## config.mk

```make
export PLATFORM = sky130hd
export DESIGN_NAME = aprop_port_hub
export DESIGN_NICKNAME = d
export VERILOG_FILES = /design/src/rtl/aprop_pkg.sv /design/src/rtl/aprop_wait_unit.sv /design/src/rtl/aprop_port_hub.sv
export SDC_FILE = /design/constraint.sdc
export NUM_CORES = 1
export LEC_CHECK = 0
export BUFFER_PORTS_ARGS = -buffer_cell sky130_fd_sc_hd__buf_2
export CORE_AREA = 4 4 178 180
export CTS_CLUSTER_DIAMETER = 40
export DETAILED_ROUTE_END_ITERATION = 8
export DIE_AREA = 0 0 182 184
export HOLD_SLACK_MARGIN = 0.06
export PLACE_DENSITY = 0.7
export SLEW_MARGIN = 40
export SYNTH_ARGS = -nofsm -noshare
export SYNTH_HDL_FRONTEND = slang
export SYNTH_HIERARCHICAL = 1
export SYNTH_SLANG_ARGS = --single-unit
```

## constraint.sdc

```tcl
create_clock -name clk_in -period 4.05 [get_ports clk_in]
set_clock_uncertainty 0.05 [all_clocks]
set_input_delay 0.2025 -clock clk_in [delete_from_list [all_inputs] [get_ports clk_in]]
set_output_delay 0.2025 -clock clk_in [all_outputs]
set_load 0.1 [all_outputs]
```

## src/rtl/aprop_pkg.sv

```systemverilog
`default_nettype none
// ============================================================================
// Module      : aprop_pkg
// Description : Shared types and constants for the Propeller-style pin hub:
//               wait-unit state encoding, wait-mode constants and defaults.
// Revision    : 1.0 - initial release
// ============================================================================
package aprop_pkg;

    // Default pins per port and the largest supported cog count.
    localparam int DEFAULT_PIN_W = 32;
    localparam int MAX_COGS      = 8;

    // Pin-wait unit states.
    typedef enum logic [0:0] {
        WAIT_ST_IDLE = 1'b0,
        WAIT_ST_WAIT = 1'b1
    } wait_state_e;

    // Wait modes: complete on equal, or complete on not-equal.
    localparam logic WAIT_MODE_EQ = 1'b0;
    localparam logic WAIT_MODE_NE = 1'b1;

endpackage : aprop_pkg
`default_nettype wire

```

## src/rtl/aprop_wait_unit.sv

```systemverilog
`default_nettype none
// ============================================================================
// Module      : aprop_wait_unit
// Description : One WAITPEQ/WAITPNE pin-wait engine. Latches mode, mask and
//               masked compare value on a request, then compares the
//               synchronised pins every cycle until the condition holds or
//               the wait is cancelled.
// Revision    : 1.0 - initial release
// ============================================================================
module aprop_wait_unit
    import aprop_pkg::*;
#(
    parameter int PIN_W = DEFAULT_PIN_W
) (
    input  logic             clk_in,
    input  logic             reset_in,
    input  logic             req_i,
    input  logic             mode_i,
    input  logic [PIN_W-1:0] mask_i,
    input  logic [PIN_W-1:0] value_i,
    input  logic             cancel_i,
    input  logic [PIN_W-1:0] pins_i,
    output logic             busy_o,
    output logic             done_o,
    output logic [PIN_W-1:0] pins_o
);

    wait_state_e      state_q;
    logic             mode_q;
    logic [PIN_W-1:0] mask_q;
    logic [PIN_W-1:0] value_q;
    logic             busy_q;
    logic             done_q;
    logic [PIN_W-1:0] pins_q;

    logic             match;
    logic             hit;

    // Compare the masked live pins against the latched value; NE inverts the sense.
    always_comb begin
        match = ((pins_i & mask_q) == value_q);
        hit   = (mode_q == WAIT_MODE_NE) ? ~match : match;
    end

    // Wait FSM with operand latches, registered busy/done and pin capture.
    always_ff @(posedge clk_in or negedge reset_in) begin
        if (!reset_in) begin
            state_q <= WAIT_ST_IDLE;
            mode_q  <= WAIT_MODE_EQ;
            mask_q  <= '0;
            value_q <= '0;
            busy_q  <= 1'b0;
            done_q  <= 1'b0;
            pins_q  <= '0;
        end else begin
            // Completion is a single-cycle pulse.
            done_q <= 1'b0;
            case (state_q)
                WAIT_ST_IDLE: begin
                    // A cancel in the same cycle suppresses the request.
                    if (req_i && !cancel_i) begin
                        mode_q  <= mode_i;
                        mask_q  <= mask_i;
                        value_q <= value_i & mask_i;
                        busy_q  <= 1'b1;
                        state_q <= WAIT_ST_WAIT;
                    end
                end
                WAIT_ST_WAIT: begin
                    // Cancel takes priority over a coincident match; new
                    // requests are ignored so latched operands stay put.
                    if (cancel_i) begin
                        busy_q  <= 1'b0;
                        state_q <= WAIT_ST_IDLE;
                    end else if (hit) begin
                        done_q  <= 1'b1;
                        pins_q  <= pins_i;
                        busy_q  <= 1'b0;
                        state_q <= WAIT_ST_IDLE;
                    end
                end
                default: begin
                    busy_q  <= 1'b0;
                    state_q <= WAIT_ST_IDLE;
                end
            endcase
        end
    end

    assign busy_o = busy_q;
    assign done_o = done_q;
    assign pins_o = pins_q;

endmodule : aprop_wait_unit
`default_nettype wire

```

## src/rtl/aprop_port_hub.sv

```systemverilog
`default_nettype none
// ============================================================================
// Module      : aprop_port_hub
// Description : Pin hub between NUM_COGS cogs and the shared I/O pins.
//               Merges per-cog OUT/DIR into registered pad drive/enable,
//               synchronises the pad inputs for all cogs and hosts one
//               pin-wait unit per cog.
// Revision    : 1.0 - initial release
// ============================================================================
module aprop_port_hub
    import aprop_pkg::*;
#(
    parameter int NUM_COGS    = 2,
    parameter int PIN_W       = DEFAULT_PIN_W,
    parameter int SYNC_STAGES = 2
) (
    input  logic                      clk_in,
    input  logic                      reset_in,
    input  logic [NUM_COGS*PIN_W-1:0] cog_out_i,
    input  logic [NUM_COGS*PIN_W-1:0] cog_dir_i,
    input  logic [PIN_W-1:0]          pad_in_i,
    output logic [PIN_W-1:0]          pad_out_o,
    output logic [PIN_W-1:0]          pad_oe_o,
    output logic [PIN_W-1:0]          pins_sync_o,
    input  logic [NUM_COGS-1:0]       wait_req_i,
    input  logic [NUM_COGS-1:0]       wait_mode_i,
    input  logic [NUM_COGS*PIN_W-1:0] wait_mask_i,
    input  logic [NUM_COGS*PIN_W-1:0] wait_value_i,
    input  logic [NUM_COGS-1:0]       wait_cancel_i,
    output logic [NUM_COGS-1:0]       wait_busy_o,
    output logic [NUM_COGS-1:0]       wait_done_o,
    output logic [NUM_COGS*PIN_W-1:0] wait_pins_o
);

    logic [PIN_W-1:0]                  pad_oe_d;
    logic [PIN_W-1:0]                  pad_out_d;
    logic [PIN_W-1:0]                  pad_oe_q;
    logic [PIN_W-1:0]                  pad_out_q;
    logic [SYNC_STAGES-1:0][PIN_W-1:0] sync_q;

    // A cog's OUT bit only counts where its own DIR bit is set, so an
    // undriven pin always presents out=0.
    always_comb begin
        pad_oe_d  = '0;
        pad_out_d = '0;
        for (int k = 0; k < NUM_COGS; k++) begin
            pad_oe_d  = pad_oe_d  | cog_dir_i[k*PIN_W +: PIN_W];
            pad_out_d = pad_out_d | (cog_out_i[k*PIN_W +: PIN_W] &
                                     cog_dir_i[k*PIN_W +: PIN_W]);
        end
    end

    // Register the merged pad drive and enable.
    always_ff @(posedge clk_in or negedge reset_in) begin
        if (!reset_in) begin
            pad_oe_q  <= '0;
            pad_out_q <= '0;
        end else begin
            pad_oe_q  <= pad_oe_d;
            pad_out_q <= pad_out_d;
        end
    end

    // Multi-stage synchroniser for the asynchronous pad inputs.
    always_ff @(posedge clk_in or negedge reset_in) begin
        if (!reset_in) begin
            sync_q <= '0;
        end else begin
            sync_q[0] <= pad_in_i;
            for (int s = 1; s < SYNC_STAGES; s++) begin
                sync_q[s] <= sync_q[s-1];
            end
        end
    end

    assign pad_oe_o    = pad_oe_q;
    assign pad_out_o   = pad_out_q;
    assign pins_sync_o = sync_q[SYNC_STAGES-1];

    generate
        for (genvar k = 0; k < NUM_COGS; k++) begin : g_wait
            aprop_wait_unit #(
                .PIN_W (PIN_W)
            ) u_wait (
                .clk_in   (clk_in),
                .reset_in (reset_in),
                .req_i    (wait_req_i[k]),
                .mode_i   (wait_mode_i[k]),
                .mask_i   (wait_mask_i[k*PIN_W +: PIN_W]),
                .value_i  (wait_value_i[k*PIN_W +: PIN_W]),
                .cancel_i (wait_cancel_i[k]),
                .pins_i   (sync_q[SYNC_STAGES-1]),
                .busy_o   (wait_busy_o[k]),
                .done_o   (wait_done_o[k]),
                .pins_o   (wait_pins_o[k*PIN_W +: PIN_W])
            );
        end
    endgenerate

endmodule : aprop_port_hub
`default_nettype wire

```

==> metrics.md <==
| Metric | Value |
|---|---|
| Routed wire length | `between 40 and 50 mm` |
| Startpoint class of the critical path | `flop` |
| Top-count cell post-synth | `dfrtp_1` |
| FFs w/ async S/R, synth | `1.00` |
| Die area | `between 0.03 and 0.04 mm2` |
| Post-CTS Setup Inserts | `0` |
| Routed len/inst | `between 20 and 25 um` |
| Layout area overhead | `57.8%` |
| Syn Nets | `roughly 1300` |
| # DRC | `0` |
| First-pass GRT wire length | `about 67 mm` |
| Cts bufs inserted | `47` |
| Clock slew at reported path FFs | `0.06 ns` |
| I/O Buffers | `between 400 and 500` |
| Final instance area | `~0.020 mm2` |
| Period utilization | `0.749` |
| Largest cells by area after synthesis | `dfrtp_1 64%, mux2_4 6.7%, mux2_2 6.3%` |
| Initial antenna violation count | `5` |
| PD cells | `around 660 mW/mm2` |
| Worst Hold Class | `in2async` |
| Worst path required time | `around 4.4 ns` |
| Worst r2r path cells | `7` |
| Post-synthesis register bit count | `~330` |
| Sw frac | `0.414` |
| Largest net degree at the start of global routing | `74` |
| Total of max-cap violations | `0` |
| Top Ports | `460` |
| Leak | `about 9.9 nW` |
| Top_reg_cell synth | `dfrtp_1` |
| Worst slack, placed | `between 1 and 1.5 ns` |
| Fin worst setup slack | `between 1 and 1.5 ns` |
| Status | `finished, final reports clean` |
| Initial Utilization | `0.428` |
| Die W | `approximately 180 um` |
| CTS root buf | `clkbuf_16` |
| Cells after DPL | `1776` |
| Largest buffer count on any clock path | `3` |
| Critical path class | `reg2reg` |
| Clock network fraction of total power | `0.318` |
| Worst-margin pin slew | `about 0.66 ns` |
| CTS tree | `done` |
| Worst reg2reg endpoint | `g_wait[1].u_wait/pins_o[1]` |
| DPL Wire Length | `approximately 27 mm` |
| Placed cell area | `0.0155 mm2` |
| Hold Slack | `roughly 0.15 ns` |
| Final antenna-violating net count | `0` |
| Iter 0 DRT Violations | `approximately 500` |
| Reg2reg start | `pins_sync_o[17]` |
| Mapped Cells | `966` |
| Fin. max-slew vios | `0` |
| Vias per cell | `about 5` |
| Slew Limit Headroom | `0.561` |
| R2r setup slk | `around 1 ns` |
| Vias in the first global route | `around 12000` |
| Int Power | `slightly below 8 mW` |
| Sequential fraction of the synthesis area | `0.636` |
| Worst-Skew Late Latency | `around 0.54 ns` |
| Yosys top cell area share | `0.636` |
| RSZ-0062 raised after global routing | `no` |
| Peak supply drop | `about 0.33 mV` |
| GPL Wtd Cong | `0.807` |
| Mapped cell area | `around 0.013 mm2` |
| Worst-path fanout max | `22` |
| Period minus WS final | `between 3 and 4 ns` |
| Final cell count without fillers | `roughly 2200` |
| Reg power frac | `0.321` |
| Ratio of cells with drive above 1 in the final layout | `0.404` |
| Final setup viols | `0` |
| Synth warn | `6` |
| Rows | `64` |
| Final hold vios | `0` |
| Top cells by count, synth | `328 x dfrtp_1, 130 x nand2_1, 72 x mux2_2` |
| Post-layout util | `0.675` |
| Setup TNS | `0 ns` |
| Logic gate share of total power | `0.361` |
| Core box area | `0.0302 mm2` |
| Post-synth EDFFs | `0` |
| Setup crit end kind | `flop` |
| Crit path DAT | `3.41 ns` |
| TritonRoute pass-1 iters | `4` |
| Max Fclk | `around 330 MHz` |
| Nets | `around 2000` |
| Sw Pwr | `~5.6 mW` |
| Yosys cell types | `29` |
| Crit. Startpoint | `pins_sync_o[17]` |
| Synth Area per Inst | `between 10 and 15 um2` |
| GRT overflow | `0` |
| Clock sinks | `328` |
| Die height | `around 180 um` |
| Yosys top cell by area | `dfrtp_1` |
| Tot GR Track Use | `0.257` |
| H-tree Lvls | `2` |
| Via Count | `about 11000` |
| Pwr Total | `approximately 14 mW` |
## worst max path at each step
| stage | end | cells after the start |
|---|---|---|
| after floorplan | g_wait[0].u_wait/pins_o[10] | 7 |
| after global placement | g_wait[1].u_wait/pins_o[31] | 7 |
| after detailed placement | g_wait[0].u_wait/pins_o[29] | 7 |
| after CTS | g_wait[0].u_wait/pins_o[29] | 7 |
| after global routing | g_wait[1].u_wait/pins_o[31] | 7 |
| final | g_wait[1].u_wait/pins_o[1] | 7 |
## registers in the layout (all words and copies together), names as in the netlist
name and cells:
pad_out_o 32, pad_oe_o 32, pins_sync_o 32, sync_q 32, g_wait.u_wait/busy_o 2, g_wait.u_wait/value_q 64, g_wait.u_wait/state_q 2, g_wait.u_wait/pins_o 64
g_wait.u_wait/mask_q 64, g_wait.u_wait/mode_q 2, g_wait.u_wait/done_o 2
## area by class of cell
| class | instances | area [um2] |
|---|---|---|
| Inverter | 6 | 22.5 |
| Tap cell | 396 | 495 |
| Multi-Input combinational cell | 574 | 4320 |
| Clock buffer | 56 | 1260 |
| Clock inverter | 32 | 418 |
| Timing Repair Buffer | 787 | 5640 |
| Sequential cell | 328 | 8210 |
| Antenna cell | 7 | 17.5 |
| Fill cell | 2013 | 9810 |
## placed cells by master, fill, tap and decap left out, types with 3 or more instances in the layout
| cell type | netlist | layout |
|---|---|---|
| mux2_2 | 72 | 72 |
| o22a_2 | 16 | 16 |
| dfrtp_1 | 328 | 328 |
| inv_8 | 0 | 4 |
| clkbuf_16 | 0 | 48 |
| clkbuf_1 | 20 | 5 |
| and3b_1 | 12 | 12 |
| dlygate4sd3_1 | 0 | 315 |
| and3b_2 | 4 | 4 |
| bufinv_16 | 0 | 7 |
| buf_12 | 0 | 5 |
| inv_1 | 6 | 6 |
| clkinvlp_4 | 0 | 5 |
| a21o_2 | 4 | 4 |
| a22o_1 | 32 | 32 |
| a21o_1 | 12 | 12 |
| nand3_1 | 16 | 16 |
| a21oi_1 | 34 | 34 |
| and3_2 | 8 | 8 |
| diode_2 | 0 | 7 |
| a21boi_0 | 16 | 16 |
| clkinv_2 | 0 | 6 |
| o21ai_0 | 66 | 66 |
| or2_1 | 32 | 32 |
| inv_6 | 0 | 7 |
| clkbuf_8 | 0 | 3 |
| a211oi_1 | 16 | 16 |
| buf_2 | 0 | 458 |
| buf_4 | 32 | 7 |
| mux2_4 | 58 | 58 |
| nand2_1 | 130 | 130 |
| and3_1 | 26 | 26 |
| nand4_1 | 8 | 8 |
## worst max-delay path, stage by stage, from the launching register on
cell and delay [ns]:
dfrtp_1 0.44, a21o_1 0.20, a211oi_1 0.39, nand4_1 0.32
nor4_4 0.34, mux2i_4 0.29, buf_4 0.48, mux2_2 0.39
## cell families (layout without fill, tap and decap cells)
logic type / count (synthesis) / count (layout) / share of synthesized area
other cells: 0 / 7 / 0
compound gates: 198 / 198 / 0.103
buf+inv: 64 / 881 / 0.0314
mux: 132 / 132 / 0.132
simple gates: 242 / 242 / 0.0969
flops: 328 / 328 / 0.636
xor+xnor: 2 / 2 / 0.00136
## layer usage
layer  GRT usage  vias to the layer above  share of wire  routed length, um
met4       0.150                        0          0.065               2870
met1       0.281                     5382           0.36              15700
met2       0.462                      473           0.52              22700
met3      0.0526                      155          0.058               2540
met5           0                        -              0                  0
li1            -                     4965              -                  -
## power groups by stage
stage / Combinational (mW) / Sequential (mW) / Clock (mW)
CTS: 4.85 / 4.33 / 4.36
global placement: 4.54 / 4.35 / 0
floorplan: 1.11 / 6.86 / 0
finish: 4.88 / 4.35 / 4.30
global route: 5.05 / 4.43 / 4.54
detailed placement: 4.59 / 4.37 / 0
## what timing repair did
item                      4_1_cts  5_1_grt
hold endpoints to repair      371        0
resized for setup               0        0
hold buffers                  315        0
Note: power is estimated with default switching activity, not from simulation.
